`src/rtl/hazard_ctrl_pkg.sv`:
```
// hazard_ctrl_pkg: shared widths, FSM state encoding and saturating counter helper
package hazard_ctrl_pkg;
  localparam int ISA_WIDTH = 32;
  localparam int REG_ADDR_WIDTH = 5;
  typedef logic [ISA_WIDTH-1:0] isa_word_t;
  typedef logic [REG_ADDR_WIDTH-1:0] reg_addr_t;
  typedef enum logic [1:0] {
    HZ_RUN      = 2'd0,
    HZ_MDU_BUSY = 2'd1,
    HZ_MDU_DONE = 2'd2
  } hz_state_e;
  function automatic logic [31:0] sat_inc(input logic [31:0] v, input logic en);
    return (en && v != 32'hFFFF_FFFF) ? v + 32'd1 : v;
  endfunction
endpackage

```
`src/rtl/hazard_ctrl_if.sv`:
```
// hazard_ctrl_if: pipeline-side signals of the hazard sequencer; stats ports exist only with HAZARD_STATS_EN
interface hazard_ctrl_if
  import hazard_ctrl_pkg::*;
#(
  parameter int CNT_WIDTH = 8
) ();
  logic                 id_no_op;
  reg_addr_t            id_rs;
  reg_addr_t            id_rt;
  logic                 id_uses_rs;
  logic                 id_uses_rt;
  logic                 ex_mem_read;
  logic                 ex_reg_write;
  reg_addr_t            ex_rd;
  logic                 ex_mdu_op;
  logic                 pc_offset;
  logic                 pc_hold;
  logic                 if_hold;
  logic                 id_bubble;
  logic                 ex_hold;
  logic                 mdu_busy;
  logic [CNT_WIDTH-1:0] mdu_remaining;
`ifdef HAZARD_STATS_EN
  logic [31:0]          stat_lu_stalls;
  logic [31:0]          stat_mdu_stalls;
  logic [31:0]          stat_flushes;
`endif
  modport slave (
    input  id_no_op, id_rs, id_rt, id_uses_rs, id_uses_rt,
    input  ex_mem_read, ex_reg_write, ex_rd, ex_mdu_op, pc_offset,
    output pc_hold, if_hold, id_bubble, ex_hold, mdu_busy, mdu_remaining
`ifdef HAZARD_STATS_EN
    , output stat_lu_stalls, stat_mdu_stalls, stat_flushes
`endif
  );
  modport master (
    output id_no_op, id_rs, id_rt, id_uses_rs, id_uses_rt,
    output ex_mem_read, ex_reg_write, ex_rd, ex_mdu_op, pc_offset,
    input  pc_hold, if_hold, id_bubble, ex_hold, mdu_busy, mdu_remaining
`ifdef HAZARD_STATS_EN
    , input stat_lu_stalls, stat_mdu_stalls, stat_flushes
`endif
  );
endinterface

```
`src/rtl/hazard_lu_detect.sv`:
```
// hazard_lu_detect: combinational load-use comparator between ID sources and an EX load destination
module hazard_lu_detect
  import hazard_ctrl_pkg::*;
(
  input  logic      id_no_op_i,
  input  reg_addr_t id_rs_i,
  input  reg_addr_t id_rt_i,
  input  logic      id_uses_rs_i,
  input  logic      id_uses_rt_i,
  input  logic      ex_mem_read_i,
  input  logic      ex_reg_write_i,
  input  reg_addr_t ex_rd_i,
  output logic      lu_o
);
  assign lu_o = ex_mem_read_i & ex_reg_write_i & (ex_rd_i != '0) & ~id_no_op_i &
                ((id_uses_rs_i & (id_rs_i == ex_rd_i)) | (id_uses_rt_i & (id_rt_i == ex_rd_i)));
endmodule

```
`src/rtl/hazard_ctrl.sv`:
```
// hazard_ctrl: pipeline stall/flush sequencer with MDU occupancy FSM; HAZARD_STATS_EN adds stall/flush counters
module hazard_ctrl
  import hazard_ctrl_pkg::*;
#(
  parameter int MDU_CYCLES = 32,
  parameter int CNT_WIDTH  = 8
) (
  input logic          clk,
  input logic          rst,
  hazard_ctrl_if.slave hz
);
  hz_state_e            state_q, state_d;
  logic [CNT_WIDTH-1:0] cnt_q, cnt_d;
  logic                 busy_q;
  logic                 lu, run, busy, mdu_go, lu_stall;
  hazard_lu_detect u_lu (
    .id_no_op_i     (hz.id_no_op),
    .id_rs_i        (hz.id_rs),
    .id_rt_i        (hz.id_rt),
    .id_uses_rs_i   (hz.id_uses_rs),
    .id_uses_rt_i   (hz.id_uses_rt),
    .ex_mem_read_i  (hz.ex_mem_read),
    .ex_reg_write_i (hz.ex_reg_write),
    .ex_rd_i        (hz.ex_rd),
    .lu_o           (lu)
  );
  // Stall priority: branch redirect, then MDU start, then load-use; MDU_DONE still honours load-use
  always_comb begin
    run      = ~rst & (state_q == HZ_RUN);
    busy     = ~rst & (state_q == HZ_MDU_BUSY);
    mdu_go   = run & ~hz.pc_offset & hz.ex_mdu_op;
    lu_stall = lu & ((run & ~hz.pc_offset & ~hz.ex_mdu_op) | (~rst & (state_q == HZ_MDU_DONE)));
    state_d  = mdu_go ? HZ_MDU_BUSY :
               (state_q == HZ_MDU_BUSY) ? ((cnt_q != '0) ? HZ_MDU_BUSY : HZ_MDU_DONE) : HZ_RUN;
    cnt_d    = mdu_go ? CNT_WIDTH'(MDU_CYCLES - 2) : (busy && cnt_q != '0) ? cnt_q - 1'b1 : cnt_q;
  end
  // FSM state, MDU down-counter and registered busy flag
  always_ff @(posedge clk) begin
    if (rst) begin
      state_q <= HZ_RUN;
      cnt_q   <= '0;
      busy_q  <= 1'b0;
    end else begin
      state_q <= state_d;
      cnt_q   <= cnt_d;
      busy_q  <= (state_d == HZ_MDU_BUSY);
    end
  end
  assign hz.pc_hold       = mdu_go | busy | lu_stall;
  assign hz.if_hold       = mdu_go | busy | lu_stall;
  assign hz.id_bubble     = lu_stall;
  assign hz.ex_hold       = mdu_go | busy;
  assign hz.mdu_busy      = busy_q;
  assign hz.mdu_remaining = cnt_q;
`ifdef HAZARD_STATS_EN
  logic [31:0] lu_cnt_q, mdu_cnt_q, fl_cnt_q;
  // Saturating per-cause cycle counters; MDU stalls count the busy-state cycles
  always_ff @(posedge clk) begin
    if (rst) begin
      lu_cnt_q  <= '0;
      mdu_cnt_q <= '0;
      fl_cnt_q  <= '0;
    end else begin
      lu_cnt_q  <= sat_inc(lu_cnt_q, lu_stall);
      mdu_cnt_q <= sat_inc(mdu_cnt_q, busy);
      fl_cnt_q  <= sat_inc(fl_cnt_q, run & hz.pc_offset);
    end
  end
  assign hz.stat_lu_stalls  = lu_cnt_q;
  assign hz.stat_mdu_stalls = mdu_cnt_q;
  assign hz.stat_flushes    = fl_cnt_q;
`endif
endmodule
```
`src/flat_wrapper.sv`:
```
// flat-port wrapper written by rule: the top's interface ports become plain ports
module hazard_ctrl_flat import hazard_ctrl_pkg::*;
#(
  parameter int MDU_CYCLES = 32,
  parameter int CNT_WIDTH  = 8
)
  (clk, rst, hz_id_no_op, hz_id_rs, hz_id_rt, hz_id_uses_rs, hz_id_uses_rt, hz_ex_mem_read, hz_ex_reg_write, hz_ex_rd, hz_ex_mdu_op, hz_pc_offset, hz_pc_hold, hz_if_hold, hz_id_bubble, hz_ex_hold, hz_mdu_busy, hz_mdu_remaining);
  hazard_ctrl_if #(.CNT_WIDTH(CNT_WIDTH)) hz_i ();
  input logic clk;
  input logic rst;
  input wire logic [$bits(hz_i.id_no_op)-1:0] hz_id_no_op;
  input wire logic [$bits(hz_i.id_rs)-1:0] hz_id_rs;
  input wire logic [$bits(hz_i.id_rt)-1:0] hz_id_rt;
  input wire logic [$bits(hz_i.id_uses_rs)-1:0] hz_id_uses_rs;
  input wire logic [$bits(hz_i.id_uses_rt)-1:0] hz_id_uses_rt;
  input wire logic [$bits(hz_i.ex_mem_read)-1:0] hz_ex_mem_read;
  input wire logic [$bits(hz_i.ex_reg_write)-1:0] hz_ex_reg_write;
  input wire logic [$bits(hz_i.ex_rd)-1:0] hz_ex_rd;
  input wire logic [$bits(hz_i.ex_mdu_op)-1:0] hz_ex_mdu_op;
  input wire logic [$bits(hz_i.pc_offset)-1:0] hz_pc_offset;
  output wire logic [$bits(hz_i.pc_hold)-1:0] hz_pc_hold;
  output wire logic [$bits(hz_i.if_hold)-1:0] hz_if_hold;
  output wire logic [$bits(hz_i.id_bubble)-1:0] hz_id_bubble;
  output wire logic [$bits(hz_i.ex_hold)-1:0] hz_ex_hold;
  output wire logic [$bits(hz_i.mdu_busy)-1:0] hz_mdu_busy;
  output wire logic [$bits(hz_i.mdu_remaining)-1:0] hz_mdu_remaining;
  assign hz_i.id_no_op = hz_id_no_op;
  assign hz_i.id_rs = hz_id_rs;
  assign hz_i.id_rt = hz_id_rt;
  assign hz_i.id_uses_rs = hz_id_uses_rs;
  assign hz_i.id_uses_rt = hz_id_uses_rt;
  assign hz_i.ex_mem_read = hz_ex_mem_read;
  assign hz_i.ex_reg_write = hz_ex_reg_write;
  assign hz_i.ex_rd = hz_ex_rd;
  assign hz_i.ex_mdu_op = hz_ex_mdu_op;
  assign hz_i.pc_offset = hz_pc_offset;
  assign hz_pc_hold = hz_i.pc_hold;
  assign hz_if_hold = hz_i.if_hold;
  assign hz_id_bubble = hz_i.id_bubble;
  assign hz_ex_hold = hz_i.ex_hold;
  assign hz_mdu_busy = hz_i.mdu_busy;
  assign hz_mdu_remaining = hz_i.mdu_remaining;
  hazard_ctrl #(.MDU_CYCLES(MDU_CYCLES), .CNT_WIDTH(CNT_WIDTH)) u_core (.clk(clk), .rst(rst), .hz(hz_i));
endmodule
```
`config.mk`:
```
export PLATFORM = sky130hd
export DESIGN_NAME = hazard_ctrl_flat
export DESIGN_NICKNAME = d
export VERILOG_FILES = /design/src/rtl/hazard_ctrl_pkg.sv /design/src/rtl/hazard_ctrl_if.sv /design/src/rtl/hazard_lu_detect.sv /design/src/rtl/hazard_ctrl.sv /design/src/flat_wrapper.sv
export SDC_FILE = /design/constraint.sdc
export NUM_CORES = 1
export LEC_CHECK = 0
export CORE_UTILIZATION = 32
export DETAILED_ROUTE_END_ITERATION = 10
export MAX_ROUTING_LAYER = met4
export PLACE_DENSITY = 0.67
export SETUP_SLACK_MARGIN = 0.4
export SYNTH_ARGS = -nofsm -noshare
export SYNTH_HDL_FRONTEND = slang
export SYNTH_SLANG_ARGS = --single-unit
```
`constraint.sdc`:
```
create_clock -name clk -period 1.8 [get_ports clk]
set_input_delay 0.18 -clock clk [delete_from_list [all_inputs] [get_ports clk]]
set_output_delay 0.18 -clock clk [all_outputs]
set_load 0.01 [all_outputs]
```
==> summary.md, run 1 <==
| Metric | Value |
|---|---|
| Drt initial violations | `17` |
| Fin crit period | `1.65 ns` |
| Port Buffers | `36` |
| Area leader, netlist | `dfxtp_1` |
| Combinational share of power | `a little under two fifths` |
| Area of the core | `2000 um2` |
| Yosys synthesis warning count | `0` |
| Die area | `approximately 2400 um2` |
| Share of post-route cells with drive strength above 1 | `44.1%` |
| Critical Path AT | `1.47 ns` |
| Ys flop type | `dfxtp_1` |
| Number of global-route vias before repair | `804` |
| Root Buffer | `clkbuf_4` |
| Area growth syn-to-layout | `101%` |
| TritonCTS clock tree | `yes` |
| NetSw | `between 0.2 and 0.25 mW` |
| Crit start category | `flop` |
| Synth Area per Inst | `about 8.7 um2` |
| Hold endpoint | `u_core.hz.mdu_remaining[1]$_SDFFE_PP0P_` |
| Reg2reg end | `u_core.hz.mdu_remaining[1]$_SDFFE_PP0P_` |
| Multi-input logic area | `~550 um2` |
| Post-synth ARST share | `0%` |
| Hold_buf cts | `0` |
| PwrDens | `about 520 nW/um2` |
| GRT Overall Usage | `about a fifth` |
| RSZ-0062 raised after global routing | `yes` |
| ANT nets after route | `0` |
| Post-Syn Nets | `between 100 and 150` |
| First-pass GRT wire length | `around 3500 um` |
| Net switching fraction of the power | `31.0%` |
| Initial Util | `34.9%` |
| CP Class | `flop to output port` |
| Clock transition at path regs | `0.07 ns` |
| Hold path startpoint | `rst` |
| Internal Power | `roughly 0.50 mW` |
| Die width | `48.8 um` |
| H-Tree Depth | `1` |
| Synth area leaders | `dfxtp_1, xor2_1, nor2_1` |
| DR WL/cell | `13.3 um` |
| Cells after DPL | `roughly 150` |
| Max Root-Sink Buffers | `2` |
| CP endpoint kind | `output port` |
| Die Y | `48.8 um` |
| Finish-stage setup viols | `0` |
| Worst R2R Setup Slack | `about 0.20 ns` |
| Diodes inserted | `0` |
| Hold Violations, Final | `0` |
| Top-count cell post-synth | `xor2_1` |
| Final net count | `170` |
| Clock Sinks | `11` |
| Clock share of power | `approximately 24%` |
| Seq pwr share | `a little under two fifths` |
| Final Cycle Share | `approximately nine tenths` |
| Gate Count Post-Synth | `80` |
| Post-synth top area share | `31.5%` |
| Via count | `between 800 and 900` |
| Final wirelength | `~2300 um` |
| Seq/Total Area, Yosys | `31.5%` |
| Clock buffer count from CTS | `3` |
| Detailed-route DRC error count | `0` |
| Dpl hpwl | `between 1500 and 2000 um` |
| I/O Pins | `37` |
| Hold/Removal Path Class | `primary input to flop` |
| Fin cells | `between 150 and 200` |
| Largest net degree at the start of global routing | `8` |
| Post-synth top cells | `xor2_1, dfxtp_1, nor2_1` |
| Max FO, Critical Path | `2` |
| Rows | `16` |
| Post-synthesis cell type count | `32` |
| CP required | `between 1.5 and 2 ns` |
| Seq cells post-synth | `11` |
| Initial antenna violation count | `0` |
| RD Place Congestion | `0.815` |
| Max IR drop VDD | `roughly 410 uV` |
| Filler Cell Count | `about 160` |
| GR Overflow Total | `0` |
| EDFF count, synth | `0` |
| Pins over their slew limit | `0` |
| First-pass DRT Iterations | `4` |
| Fin Setup TNS | `0 ns` |
| Reg2Reg Depth | `7` |
| Layout Skew | `between 0.002 and 0.0025 ns` |
| Hold path cells | `3` |
| Detailed-route vias per instance | `4.98` |
| Maximum clock frequency | `slightly above 600 MHz` |
| Worst slew pin tran | `around 0.36 ns` |
| Outcome | `finished, final reports clean` |
| P_leak | `a little under 0.7 nW` |
| Max Cap Viol | `0` |
| Syn Std Cell Area | `699 um2` |
| R2R Path Start | `u_core.hz.mdu_remaining[1]$_SDFFE_PP0P_` |
| Worst skew pair latency | `about 0.27 ns` |
| Worst slew margin | `76.1%` |
| Register area | `roughly 230 um2` |
## how the worst max path moves through the flow
stage                                       startpoint                                       to  slack (ns)  depth (start not counted)
6_report                  u_core.state_q[0]$_SDFF_PP0_                               hz_if_hold        0.15                          5
3_5_place_dp                               hz_ex_rd[2]                               hz_pc_hold       -0.39                          7
4_1_cts                   u_core.state_q[0]$_SDFF_PP0_                               hz_pc_hold        0.14                          5
5_1_grt                                   hz_ex_mdu_op                               hz_pc_hold        0.08                          6
3_3_place_gp                               hz_ex_rd[2]                               hz_if_hold       -0.36                          7
2_1_floorplan  u_core.hz.mdu_remaining[0]$_SDFFE_PP0P_  u_core.hz.mdu_remaining[5]$_SDFFE_PP0P_        0.21                          7
## cell type report
| cell class | count | area share [%] |
|---|---|---|
| Timing Repair Buffer | 61 | 38.7 |
| Tap cell | 27 | 2.41 |
| Sequential cell | 11 | 16.7 |
| Multi-Input combinational cell | 65 | 39.4 |
| Clock buffer | 4 | 1.87 |
| Inverter | 2 | 0.892 |
## what timing repair did
item,in CTS,in global routing
buffers inserted,10,3
endpoints found under the setup margin,19,18
hold endpoints to repair,0,0
pin swaps,13,11
gates resized for setup,49,17
gates cloned,0,0
## placed cells by master, fill, tap and decap left out, types with 3 or more instances in the layout
master,count
clkdlybuf4s50_1,12
dlymetal6s2s_1,5
buf_2,3
nor2_1,7
buf_6,5
buf_4,21
dfxtp_2,5
dfxtp_1,4
clkbuf_4,3
xor2_1,12
nor4_1,3
nand2_2,4
dlygate4sd2_1,15
## per-stage QoR
step | utilization (%) | area, um2 | setup WS [ns] | power, mW | hold WS [ns]
2_1_floorplan | - | 733 | 0.215 | 0.384 | 0.242
3_3_place_gp | 59.8 | 1200 | -0.364 | 0.503 | 0.493
3_5_place_dp | 59.8 | 1200 | -0.388 | 0.506 | 0.507
4_1_cts | 65.6 | 1310 | 0.136 | 0.698 | 0.419
5_1_grt | 70.1 | 1400 | 0.0839 | 0.760 | 0.512
6_report | 70.1 | 1400 | 0.146 | 0.725 | 0.497
## power by group through the flow
stage               sequential, mW  clock, mW  combinational (mW)
floorplan                    0.281          0               0.103
global placement             0.276          0               0.227
detailed placement           0.276          0               0.230
CTS                          0.270      0.176               0.252
global route                 0.274      0.187               0.299
finish                       0.272      0.176               0.277
## worst max-delay path: stages (launching register included)
cell and delay (ns):
dfxtp_2 0.34, nor2_4 0.12, o2111ai_2 0.12, or3_4 0.35
o21bai_2 0.13, buf_2 0.15
## routing by layer
| layer | vias up | global-route usage (%) | part of all wire (%) |
|---|---|---|---|
| li1 | 416 | - | - |
| met1 | 395 | 24.4 | 47 |
| met2 | 30 | 33.8 | 46 |
| met3 | 5 | 2.83 | 5.7 |
| met4 | 0 | 5.88 | 1.3 |
| met5 | - | - | 0 |
## cells by family after synthesis
family                     Yosys count  synth area share [%]
adders and majority gates            2                  3.58
xor gates and xnor gates            15                  18.8
AOI/OAI and AO/OA                   13                  14.7
buffers and inverters                4                  2.68
and+or+nand+nor                     35                  28.8
DFF                                 11                  31.5
## flip-flops by register name, summed over array words and instances, names as in the netlist
register / cells
u_core.hz.mdu_remaining: 8
u_core.state_q: 2
u_core.hz.mdu_busy: 1
Power figures use the tool's default switching activity.
==> run 2: changes to the inputs <==
SKIP_CTS_REPAIR_TIMING = 1   (was unset)
==> run 2 against run 1 <==
  * Critical path depth did not move
  * Global-route usage fell by 2.6 points
  * Die area did not move
  * Sequential share of layout area rose by 0.59 points
  * Worst hold slack got worse by 0.15 ns
  * Combinational power fell by 10%
  * Non-clock buffer count fell by 6
  * Maximum frequency fell by 0.17%
  * Core utilization fell by 2.4 points
  * Cell count fell by 3.5%
  * Power fell by 3.8%
==> summary.md, run 2 (synthesis gave the netlist of run 1 again) <==
| Metric | Value |
|---|---|
| H-Tree Depth | `1 (unchanged)` |
| TritonCTS clock tree | `yes` |
| Reg2Reg Depth | `7 (unchanged)` |
| Drt initial violations | `11 (-6)` |
| Final net count | `164 (-3.5%)` |
| First-pass GRT wire length | `3080 um (-13%)` |
| Most common cell after layout, fill and taps aside | `dlymetal6s2s_1` |
| Hold path cells | `3 (unchanged)` |
| Slack of the critical path | `0.143 ns (-0.00287 ns)` |
| NetSw | `0.209 mW (-7.0%)` |
| Outcome | `finished, final reports clean` |
| Pins over their slew limit | `0 (unchanged)` |
| Clock transition at path regs | `0.07 ns (about the same)` |
| Critical path's slowest cell | `or3_1` |
| Fin crit period | `1.66 ns (+0.00287 ns)` |
| Worst slack at placement | `-0.388 ns (unchanged)` |
| Maximum clock frequency | `604 MHz (-0.17%)` |
| Filler Cell Count | `161 (+1.9%)` |
| ANT nets after route | `0 (unchanged)` |
| Dpl hpwl | `1590 um (unchanged)` |
| Finish-stage setup viols | `0 (unchanged)` |
| Layout Skew | `0.00113 ns (-0.00130 ns)` |
| Rows | `16 (unchanged)` |
| Max IR drop VDD | `391 uV (-3.6%)` |
| Max Cap Viol | `0 (unchanged)` |
| I/O Pins | `37 (unchanged)` |
| Area of placed instances | `1200 um2 (unchanged)` |
| Initial antenna violation count | `0 (unchanged)` |
| Combinational share of power | `35.7% (-2.5 points)` |
| CP Class | `flop to output port` |
| Worst slew pin tran | `0.349 ns (-0.00577 ns)` |
| Largest register FFs | `8 (unchanged)` |
| P_leak | `0.741 nW (+8.3%)` |
| Clock share of power | `25.3% (+1.0 points)` |
| Hold/Removal Path Class | `primary input to flop` |
| Commonest cells after routing, fill and taps aside | `dlymetal6s2s_1, buf_4, clkdlybuf4s50_1` |
| Largest net degree at the start of global routing | `8 (unchanged)` |
| Reg2reg end | `u_core.hz.mdu_remaining[5]$_SDFFE_PP0P_` |
| Detailed-route vias per instance | `4.95 (-0.63%)` |
| Final Cycle Share | `92.0% (+0.16 points)` |
| R2R Path Start | `u_core.hz.mdu_remaining[0]$_SDFFE_PP0P_` |
| Die width | `48.8 um (unchanged)` |
| Multi-input logic area | `505 um2 (-8.6%)` |
| CP required | `1.62 ns (about the same)` |
| Detailed-route DRC error count | `0 (unchanged)` |
| Final wirelength | `2150 um (-4.5%)` |
| DR WL/cell | `13.1 um (-1.0%)` |
| Worst path max stage delay | `0.35 ns (about the same)` |
| Diodes inserted | `0 (unchanged)` |
| RSZ-0062 raised after global routing | `yes` |
| Worst skew pair latency | `0.28 ns (about the same)` |
| Max FO, Critical Path | `3 (+1)` |
| Port Buffers | `36 (unchanged)` |
| Internal Power | `0.489 mW (-2.3%)` |
| Hold Violations, Final | `0 (unchanged)` |
| Area growth syn-to-layout | `93.7%` |
| Worst slew margin | `76.5% (+0.39 points)` |
| Fin util | `67.7% (-2.4 points)` |
| Design area | `1360 um2 (-3.4%)` |
| Net switching fraction of the power | `29.9% (-1.1 points)` |
| Root Buffer | `clkbuf_4` |
| Crit start category | `flop` |
| Initial Util | `34.9% (unchanged)` |
| Hold endpoint | `u_core.hz.mdu_remaining[2]$_SDFFE_PP0P_` |
| First-pass DRT Iterations | `4 (unchanged)` |
| Share of post-route cells with drive strength above 1 | `36.5% (-7.6 points)` |
| Register area | `234 um2 (unchanged)` |
| Critical Path AT | `1.48 ns (about the same)` |
| Number of global-route vias before repair | `711 (-12%)` |
| Delay-heaviest family, CP | `simple AND/OR/NAND/NOR gates` |
| GR Overflow Total | `0 (unchanged)` |
| Worst R2R Setup Slack | `0.22 ns (+0.02 ns)` |
| Die area | `2380 um2 (unchanged)` |
| Via count | `811 (-4.1%)` |
| Overall Power | `0.698 mW (-3.8%)` |
| Max Root-Sink Buffers | `2 (unchanged)` |
| Seq pwr share | `39.0% (+1.5 points)` |
| Hold path startpoint | `rst` |
| PwrDens | `515 nW/um2 (-0.38%)` |
| Worst path bufs/invs | `1 (unchanged)` |
| Die Y | `48.8 um (unchanged)` |
| GRT Overall Usage | `17.3% (-2.6 points)` |
| Area of the core | `2000 um2 (unchanged)` |
| Critical-path cell list | `nor2_2 -> o2111ai_1 -> or3_1 -> o21bai_2 -> buf_2` |
| CP endpoint kind | `output port` |
| RD Place Congestion | `0.815 (unchanged)` |
| Clock buffer count from CTS | `3 (unchanged)` |
| Clock Sinks | `11 (unchanged)` |
-- run 2: changes by cell type in the layout (fill, tap and decap cells not counted), sizes merged --
cell           before  now
dlygate4sd2        15    0
dlymetal6s2s        5   17
buf                29   23
clkdlybuf4s50      12   15
-- run 2: final cells by class --
class | instances | share of cell area (%)
timing repair buffer | 55 | 40.1
multi-input combinational | 65 | 37.3
sequential | 11 | 17.3
tap | 27 | 2.49
clock buffer | 4 | 1.94
inverter | 2 | 0.923
-- run 2: through the flow --
stage / instances / hold WS [ns] / TNS (ns)
final: 164 / 0.349 / 0
after global routing: 164 / 0.359 / 0
after CTS: 157 / 0.519 / -1.34
after detailed placement: 153 / 0.507 / -1.33
after global placement: 153 / 0.493 / -1.26
after floorplan: 80 / 0.242 / 0
-- run 2: worst max path at each step --
stage	from	endpoint	slack, ns	cells past startpoint
3_3_place_gp	hz_ex_rd[2]	hz_if_hold	-0.36	7
5_1_grt	u_core.state_q[0]$_SDFF_PP0_	hz_pc_hold	0.07	5
3_5_place_dp	hz_ex_rd[2]	hz_pc_hold	-0.39	7
4_1_cts	hz_ex_rd[2]	hz_pc_hold	-0.39	7
2_1_floorplan	u_core.hz.mdu_remaining[0]$_SDFFE_PP0P_	u_core.hz.mdu_remaining[5]$_SDFFE_PP0P_	0.21	7
6_report	u_core.state_q[0]$_SDFF_PP0_	hz_if_hold	0.14	5
-- run 2: layer usage --
metal	up-vias	GRT usage, %	part of all wire, %
met1	374	22.4	48
met3	5	2.83	5.1
met2	27	27.3	46
met5	-	-	0
met4	0	5.88	1.4
li1	405	-	-
-- run 2: power by group through the flow --
stage / sequential (mW) / combinational [mW] / clock (mW)
6_report: 0.272 / 0.249 / 0.177
5_1_grt: 0.274 / 0.270 / 0.187
4_1_cts: 0.271 / 0.231 / 0.176
3_5_place_dp: 0.276 / 0.230 / 0
3_3_place_gp: 0.276 / 0.227 / 0
2_1_floorplan: 0.281 / 0.103 / 0
-- run 2: worst register-to-register path, cell delays in order, from the launching register on --
cell,delay [ns]
dfxtp_4,0.36
inv_4,0.06
ha_4,0.11
or3b_4,0.41
o21ai_4,0.20
buf_6,0.14
nor4_1,0.04
o21ba_1,0.17
